--- config.mk ---
export PLATFORM = sky130hd
export DESIGN_NAME = audio_post_flat
export DESIGN_NICKNAME = d
export VERILOG_FILES = /design/src/rtl/audio_post_pkg.sv /design/src/rtl/audio_post_if.sv /design/src/rtl/audio_post_ch.sv /design/src/rtl/audio_post.sv /design/src/flat_wrapper.sv
export SDC_FILE = /design/constraint.sdc
export NUM_CORES = 1
export LEC_CHECK = 0
export CORE_UTILIZATION = 50
export DETAILED_ROUTE_END_ITERATION = 8
export PLACE_DENSITY = 0.69
export RECOVER_POWER = 25
export SYNTH_ARGS = -nofsm -noshare
export SYNTH_HDL_FRONTEND = slang
export SYNTH_HIERARCHICAL = 1
export SYNTH_SLANG_ARGS = --single-unit
--- constraint.sdc ---
create_clock -name clk -period 3.1 [get_ports clk]
set_input_delay 0.31 -clock clk [delete_from_list [all_inputs] [get_ports clk]]
set_output_delay 0.31 -clock clk [all_outputs]
set_load 0.005 [all_outputs]
--- src/rtl/audio_post_pkg.sv ---
// audio_post_pkg: shared FSM states, mix codes, datapath widths and saturation helper.
package audio_post_pkg;
  typedef enum logic [2:0] {IDLE, MIX, GAIN, FILT, OUT} state_t;
  localparam logic [1:0] MIX_NONE = 2'd0, MIX_8 = 2'd1, MIX_4 = 2'd2, MIX_MONO = 2'd3;
  localparam int MIX_W = 18;
  localparam int GAIN_W = 21;
  function automatic int acc_w(input int s);
    return 16 + s + 1;
  endfunction
  function automatic logic signed [15:0] sat16(input logic signed [GAIN_W-1:0] v);
    return v > 21'sd32767 ? 16'sh7fff : v < -21'sd32768 ? 16'sh8000 : v[15:0];
  endfunction
endpackage

--- src/rtl/audio_post_if.sv ---
// audio_post_if: chipset sample inputs, controls and processed stereo outputs.
interface audio_post_if;
  logic signed [14:0] ldata, rdata;
  logic [1:0] mix, vol;
  logic flt_en;
  logic signed [15:0] audio_l, audio_r;
  logic smp_ce, busy;
  modport master (output ldata, rdata, mix, vol, flt_en, input audio_l, audio_r, smp_ce, busy);
  modport slave (input ldata, rdata, mix, vol, flt_en, output audio_l, audio_r, smp_ce, busy);
endinterface

--- src/rtl/audio_post_ch.sv ---
// audio_post_ch: per-channel gain, saturation and one-pole low-pass with its own accumulator.
module audio_post_ch import audio_post_pkg::*; #(
  parameter int FLT_SHIFT = 3
) (
  input  logic                    clk,
  input  logic                    _rst,
  input  logic                    ld_g,
  input  logic                    ld_f,
  input  logic signed [MIX_W-1:0] m,
  input  logic [1:0]              vol,
  input  logic                    flt_en,
  output logic signed [15:0]      y
);
  localparam int AW = acc_w(FLT_SHIFT);
  logic signed [15:0] g;
  logic signed [AW-1:0] acc, ge, an;
  assign ge = AW'(g);
  // bypass preloads acc with g scaled up so re-enabling starts at steady state
  assign an = flt_en ? acc + ge - (acc >>> FLT_SHIFT) : ge <<< FLT_SHIFT;
  assign y = 16'(acc >>> FLT_SHIFT);
  always_ff @(posedge clk or negedge _rst)
    if (!_rst) begin
      g <= '0;
      acc <= '0;
    end else begin
      if (ld_g) g <= sat16(GAIN_W'(m) <<< vol);
      if (ld_f) acc <= an;
    end
endmodule

--- src/rtl/audio_post.sv ---
// audio_post: decimating stereo post-processor (capture, crossmix, gain, low-pass, output strobe).
// Crossmix is built only when AUDIO_POST_MIX_EN is defined; otherwise mix is ignored.
module audio_post import audio_post_pkg::*; #(
  parameter int CE_DIV = 600,
  parameter int FLT_SHIFT = 3
) (
  input logic clk,
  input logic _rst,
  audio_post_if.slave bus
);
  state_t state;
  logic [11:0] cnt;
  logic tick;
  logic signed [MIX_W-1:0] xl, xr, ml, mr, mlc, mrc;
  logic [1:0] vol_q;
  logic en_q;
  logic signed [15:0] yl, yr;
  assign tick = cnt == '0;
`ifdef AUDIO_POST_MIX_EN
  logic [1:0] mix_q, s;
  assign s = mix_q == MIX_8 ? 2'd3 : mix_q == MIX_4 ? 2'd2 : 2'd1;
  assign mlc = mix_q == MIX_NONE ? xl : xl - ((xl - xr) >>> s);
  assign mrc = mix_q == MIX_NONE ? xr : xr - ((xr - xl) >>> s);
`else
  assign mlc = xl;
  assign mrc = xr;
`endif
  always_ff @(posedge clk or negedge _rst)
    if (!_rst) cnt <= '0;
    else cnt <= cnt == 12'(CE_DIV - 1) ? '0 : cnt + 12'd1;
  always_ff @(posedge clk or negedge _rst)
    if (!_rst) begin
      state <= IDLE;
      xl <= '0;
      xr <= '0;
      ml <= '0;
      mr <= '0;
      vol_q <= '0;
      en_q <= 1'b0;
`ifdef AUDIO_POST_MIX_EN
      mix_q <= '0;
`endif
      bus.audio_l <= '0;
      bus.audio_r <= '0;
      bus.smp_ce <= 1'b0;
      bus.busy <= 1'b0;
    end else begin
      bus.smp_ce <= 1'b0;
      case (state)
        IDLE: if (tick) begin
          xl <= MIX_W'($signed({bus.ldata, 1'b0}));
          xr <= MIX_W'($signed({bus.rdata, 1'b0}));
          vol_q <= bus.vol;
          en_q <= bus.flt_en;
`ifdef AUDIO_POST_MIX_EN
          mix_q <= bus.mix;
`endif
          bus.busy <= 1'b1;
          state <= MIX;
        end
        MIX: begin
          ml <= mlc;
          mr <= mrc;
          state <= GAIN;
        end
        GAIN: state <= FILT;
        FILT: state <= OUT;
        OUT: begin
          bus.audio_l <= yl;
          bus.audio_r <= yr;
          bus.smp_ce <= 1'b1;
          bus.busy <= 1'b0;
          state <= IDLE;
        end
        default: state <= IDLE;
      endcase
    end
  audio_post_ch #(.FLT_SHIFT(FLT_SHIFT)) u_l (
    .clk(clk), ._rst(_rst), .ld_g(state == GAIN), .ld_f(state == FILT),
    .m(ml), .vol(vol_q), .flt_en(en_q), .y(yl)
  );
  audio_post_ch #(.FLT_SHIFT(FLT_SHIFT)) u_r (
    .clk(clk), ._rst(_rst), .ld_g(state == GAIN), .ld_f(state == FILT),
    .m(mr), .vol(vol_q), .flt_en(en_q), .y(yr)
  );
endmodule

--- src/flat_wrapper.sv ---
// flat-port wrapper written by rule: the top's interface ports become plain ports
module audio_post_flat import audio_post_pkg::*;
#(
  parameter int CE_DIV = 600,
  parameter int FLT_SHIFT = 3
)
  (clk, _rst, bus_ldata, bus_rdata, bus_mix, bus_vol, bus_flt_en, bus_audio_l, bus_audio_r, bus_smp_ce, bus_busy);
  audio_post_if bus_i ();
  input logic clk;
  input logic _rst;
  input wire logic [$bits(bus_i.ldata)-1:0] bus_ldata;
  input wire logic [$bits(bus_i.rdata)-1:0] bus_rdata;
  input wire logic [$bits(bus_i.mix)-1:0] bus_mix;
  input wire logic [$bits(bus_i.vol)-1:0] bus_vol;
  input wire logic [$bits(bus_i.flt_en)-1:0] bus_flt_en;
  output wire logic [$bits(bus_i.audio_l)-1:0] bus_audio_l;
  output wire logic [$bits(bus_i.audio_r)-1:0] bus_audio_r;
  output wire logic [$bits(bus_i.smp_ce)-1:0] bus_smp_ce;
  output wire logic [$bits(bus_i.busy)-1:0] bus_busy;
  assign bus_i.ldata = bus_ldata;
  assign bus_i.rdata = bus_rdata;
  assign bus_i.mix = bus_mix;
  assign bus_i.vol = bus_vol;
  assign bus_i.flt_en = bus_flt_en;
  assign bus_audio_l = bus_i.audio_l;
  assign bus_audio_r = bus_i.audio_r;
  assign bus_smp_ce = bus_i.smp_ce;
  assign bus_busy = bus_i.busy;
  audio_post #(.CE_DIV(CE_DIV), .FLT_SHIFT(FLT_SHIFT)) u_core (.clk(clk), ._rst(_rst), .bus(bus_i));
endmodule
# Word level (Yosys, flattened, before mapping)

Index checks and enable logic that the tools add are counted.
W data, S select, Z words.

Bits in registers: 184
Bits of input ports: 37
Output and inout port bits: 34
Logic and storage cells: 50

Add/sub/neg operators: 5
$lt $le $gt $ge: 4
Equal/unequal tests: 6
Shifts and indexed selects: 2
Muxes and demuxes: 12
Reductions and logical operators: 5

Operators with widths:

| operator                | number |
|---|---|
| $mux W16                | 4 |
| $gt A21 B16 Y1 const B  | 2 |
| $lt A21 B16 Y1 const B  | 2 |
| $sshl A16 B2 Y21        | 2 |
| $add A20 B16 Y20        | 2 |
| $mux W20                | 2 |
| $sub A20 B17 Y20        | 2 |
| $add A12 B1 Y12 const B | 1 |
| $eq A12 B10 Y1 const B  | 1 |
| $logic_not A12 Y1       | 1 |
| $mux W12                | 1 |
| $pmux W3 S4             | 1 |
| $eq A3 B2 Y1 const B    | 2 |
| $reduce_and A2 Y1       | 2 |
| $eq A3 B1 Y1 const B    | 1 |
| $eq A3 B3 Y1 const B    | 1 |
| $logic_not A3 Y1        | 1 |
| $mux W3                 | 1 |
| $mux W1                 | 2 |
| $ne A2 B1 Y1 const B    | 1 |
| $pmux W1 S2             | 1 |
| $reduce_bool A2 Y1      | 1 |

# Depth between registers and ports, before layout

Word-level depth: 4
Mapped depth: 13
Depth with buffers taken out: 13

# By module

The synthesis kept the hierarchy.

Modules (own cells, without submodules):

| module                     | times used | cells an instance | area each (um^2) |
|---|---|---|---|
| audio_post                 | 1          | 280               | 4,486.8 |
| audio_post_ch (u_core.u_l) | 1          | 444               | 3,798.6 |
| audio_post_ch (u_core.u_r) | 1          | 406               | 3,683.5 |

# Worst setup path before layout

Ideal clock, no wire load.

Path type: reg2reg
Start: reg u_core.u_r.acc[6]
End: reg u_core.u_r.acc[17]
Setup time: 0.092 ns
Arrival: 2.746 ns
Required time: 3.008 ns
Path slack: 0.262 ns
Stages on the path, launching flop included: 12
Period minus slack after synthesis: 2.838 ns
Cells stage by stage: dfrtp_1 inv_1 fa_1 inv_1 ha_1 a21oi_1 o21ai_0 a31oi_1 o31ai_4 a31oi_2 mux2_4 o31ai_2

Longest elaborated chain between the ends: 3

RTL lines:

| element                | line                | source |
|---|---|---|
| start, declared        | audio_post_ch.sv:16 | `logic signed [AW-1:0] acc, ge, an;` |
| start signal, assigned | audio_post_ch.sv:27 | `if (ld_f) acc <= an;` |
| $add A20 B16 Y20       | audio_post_ch.sv:19 | `assign an = flt_en ? acc + ge - (acc >>> FLT_SHIFT) : ge <<< FLT_SHIFT;` |
| $sub A20 B17 Y20 *     | audio_post_ch.sv:19 |  |
| $mux W20 *             | audio_post_ch.sv:19 |  |

Every way passes the cells marked *; elsewhere a longest branch is shown, timed or not.
A chain may end at the register's enable or synchronous reset.

# Final worst setup path

Start: reg u_core.u_r.acc[6]
End: reg u_core.u_r.acc[19]

The elaborated chain is that of the path after synthesis.

==> impl_results.md <==
- Seq pwr share: 29.2%
- Worst Skew: 11.4 ps
- Hold Worst Slack: 472 ps
- Post-CTS Setup Bufs: 0
- CP startpoint kind: flop
- DR WL/cell: 15.9 um
- Tcrit/Tclk final: 95.2%
- Ranking of synthesized cells by area: dfrtp_1 (38%), mux2_2 (6.5%), fa_1 (6.4%)
- P_sw: 0.00397 W
- Core region area: 23500 sq um
- Critical-path cell list: inv_1 > fa_1 > inv_1 > ha_1 > a21oi_1 > o21ai_0 > a31oi_1 > o31ai_4 > o31ai_1 > xnor2_1 > a31oi_1
- I/O Buffers: 68
- Most frequent cells in the layout: dfrtp_1 (181), inv_1 (162), mux2_2 (69)
- CP top delay family: compound AO/OA/AOI/OAI gates
- Leak: 6.08 nW
- Vias in the first global route: 7766
- Setup TNS: 0 ps
- Most common cell after layout, fill and taps aside: dfrtp_1
- Int Power: 0.00631 W
- Clock Tree Buf Depth: 2
- Layout area overhead: 12.1%
- Fin nets: 1285
- CTS Buf Count: 17
- Distinct cells, synth: 75
- CTS root buf: clkbuf_16
- GRT overflow: 0
- # diodes: 0
- Worst Path Max Fanout: 4
- Critical Path AT: 3220 ps
- Die X: 157 um
- ANT nets after route: 0
- Failing checks: max-capacitance violations, max-slew violations
- Slowest stage delay, CP: 540 ps
- First-pass GRT wire length: 40600 um
- Crit path max-delay cell type: fa_1
- GPL Wtd Cong: 0.882
- Unrepaired setup endpoints after global routing: no
- Max Cap Viol: 1
- Primary FF master, synth: dfrtp_1
- Rows: 56
- Post-synthesis register bit count: 184
- Layout cell share with drive strength beyond 1: 18.8%
- Via density: 5.36
- Clock period minus worst slack: 2950 ps
- HPWL after DPL: 17700 um
- Final WL: 23800 um
- Net Sw Frac: 38.6%
- Vias: 8030
- Mapped Avg Cell Area: 10.6 sq um
- Post-synthesis cell area: 12000 sq um
- Peak VDD IR: 0.000367 V
- Seq/Total Area, Yosys: 38.5%
- Status: complete, but fails checks
- Async SR Flop Fraction: 100%
- CTS tree: built
- Final Core Density: 57.2%
- # DRC: 0
- Post-synthesis cell count: 1130
- Worst slew margin: -39.1%
- First-pass DRT Iterations: 6
- CP Buf/Inv Count: 2
- CP Class: flop to flop
- Pwr dens: 766 nW/um^2
- Die ar.: 24600 sq um
- CTS HTree Levels: 4
- EDFF count, synth: 0
- Die H: 157 um
- Setup violators final: 0
- Filler Cell Count: 1980
- Fmax: 0.339 GHz
- Fin. max-slew vios: 82
- Clock slew at reported path FFs: 70 ps
- WP data required: 3370 ps
- Yosys top cell by area: dfrtp_1
- Clock sinks: 184
- I/O pins: 71
- Starting Density: 51.0%
- Worst slew pin tran: 2090 ps
- Worst hold path type: flop to flop
- Final Hold Violating Endpoints: 0
- CP endpoint kind: flop
- Clock Latency Late Sink: 430 ps
- GRT Overall Usage: 21.0%
- Synth top area share: 38.5%
- Clock power frac: 22.3%
- Initial DRC count: 428
- Largest net degree at the start of global routing: 84
- Initial antenna violation count: 0
- Synth warn: 6
- Combinational Power Share: 48.5%
per-stage QoR:
stage                     worst slack [ps]  total power (W)  cells  instance area, sq um
final                                  149           0.0103   1497                 13400
after global placement                 122          0.00784   1465                 12800
after global routing                  1.54           0.0111   1497                 13400
after detailed placement               103          0.00791   1465                 12800
after floorplan                        262          0.00683   1134                 12000
after CTS                             49.3           0.0103   1497                 13400
what timing repair did:
item | 4_1_cts | 5_1_grt
resized for setup | 0 | 7
endpoints found under the setup margin | 0 | 7
hold endpoints to repair | 81 | 0
hold buffers | 1 | 0
worst paths after layout:
check	endpoint	start	cells past startpoint	slack, ps
worst min register to register	u_core/cnt[11]	u_core/cnt[11]	1	470
worst max-delay path	u_core/u_r/acc[19]	u_core/u_r/acc[6]	11	150
worst min-delay path	u_core/cnt[11]	u_core/cnt[11]	1	470
min in group asynchronous	u_core/mrc[2]	_rst	2	1010
max in group asynchronous	u_core/vol_q[0]	_rst	2	740
worst max register to register	u_core/u_r/acc[19]	u_core/u_r/acc[6]	11	150
flip-flops by register name (all words and copies together) (netlist names):
| name | cells |
|---|---|
| u_core/u_l/g | 16 |
| u_core/bus.audio_r | 16 |
| u_core/u_l/acc | 20 |
| u_core/mrc | 15 |
| u_core/u_r/g | 16 |
| u_core/vol_q | 2 |
| u_core/bus.busy | 1 |
| u_core/mlc | 15 |
| u_core/mr | 15 |
| u_core/u_r/acc | 20 |
| u_core/en_q | 1 |
| u_core/bus.audio_l | 16 |
| u_core/ml | 15 |
| u_core/bus.smp_ce | 1 |
| u_core/cnt | 12 |
| u_core/state | 3 |
Yosys cell counts (3+ instances only):
master	instances
fa_1	38
xnor2_1	20
mux4_2	17
o22a_1	14
a31oi_1	11
ha_1	44
buf_1	5
and2_1	5
nand4_1	6
buf_6	4
nand3_1	20
a211oi_1	11
o21ai_1	3
dfrtp_1	184
buf_12	3
o211ai_1	4
mux2_4	32
or3_1	3
nor2_1	55
o31ai_1	4
o21ai_0	58
mux2_2	69
o221a_2	17
nor3_1	9
inv_1	162
clkbuf_1	15
nand2b_1	12
and3_1	4
o21a_1	9
buf_2	16
a211o_1	3
o21bai_1	7
nor2b_1	13
mux2i_1	23
nand3b_1	13
a21o_1	16
xor2_1	18
nand2_1	39
buf_4	39
a21oi_1	59
worst register-to-register path: stages (launching register included):
cell     delay, ps
dfrtp_1        420
inv_1           90
fa_1           540
inv_1           40
ha_1           290
a21oi_1        150
o21ai_0        140
a31oi_1        250
o31ai_4        160
o31ai_1        420
xnor2_1        170
a31oi_1        100
routing by layer:
| layer | routed length (um) | vias up | share of wire, % | GRT usage, % |
|---|---|---|---|---|
| met5 | 0 | - | 0 | 0 |
| met2 | 10500 | 157 | 44 | 30.9 |
| met4 | 233 | 0 | 0.98 | 4.90 |
| met3 | 890 | 21 | 3.7 | 2.94 |
| met1 | 12200 | 3914 | 51 | 32.4 |
| li1 | - | 3938 | - | - |
power groups by stage:
| stage | Clock (W) | Sequential, W | Combinational, W |
|---|---|---|---|
| finish | 0.00229 | 0.00301 | 0.00498 |
| CTS | 0.00235 | 0.00301 | 0.00490 |
| detailed placement | 0 | 0.00306 | 0.00485 |
| global route | 0.00246 | 0.00306 | 0.00561 |
| floorplan | 0 | 0.00296 | 0.00387 |
| global placement | 0 | 0.00305 | 0.00479 |
area by class of cell:
| type | instances | area (sq um) | share of cell area [%] |
|---|---|---|---|
| clock buffer | 20 | 457 | 3.40 |
| timing repair buffer | 96 | 938 | 6.99 |
| multi-input combinational | 705 | 6250 | 46.6 |
| inverter | 162 | 608 | 4.53 |
| sequential | 184 | 4610 | 34.3 |
| tap | 319 | 399 | 2.97 |
| clock inverter | 11 | 163 | 1.21 |
cells by family (layout without fill, tap and decap cells):
logic type	Yosys count	after routing	share of synthesized area [%]
XOR/XNOR	38	38	2.78
adder cells (fa/ha/maj)	82	82	11.0
flip-flops	184	184	38.5
AO/OA/AOI/OAI	241	241	13.7
multiplexers	141	141	15.6
other	1	5	0.0313
AND/OR/NAND/NOR	198	198	8.60
buffers and inverters	245	289	9.82
Power figures use the tool's default switching activity.
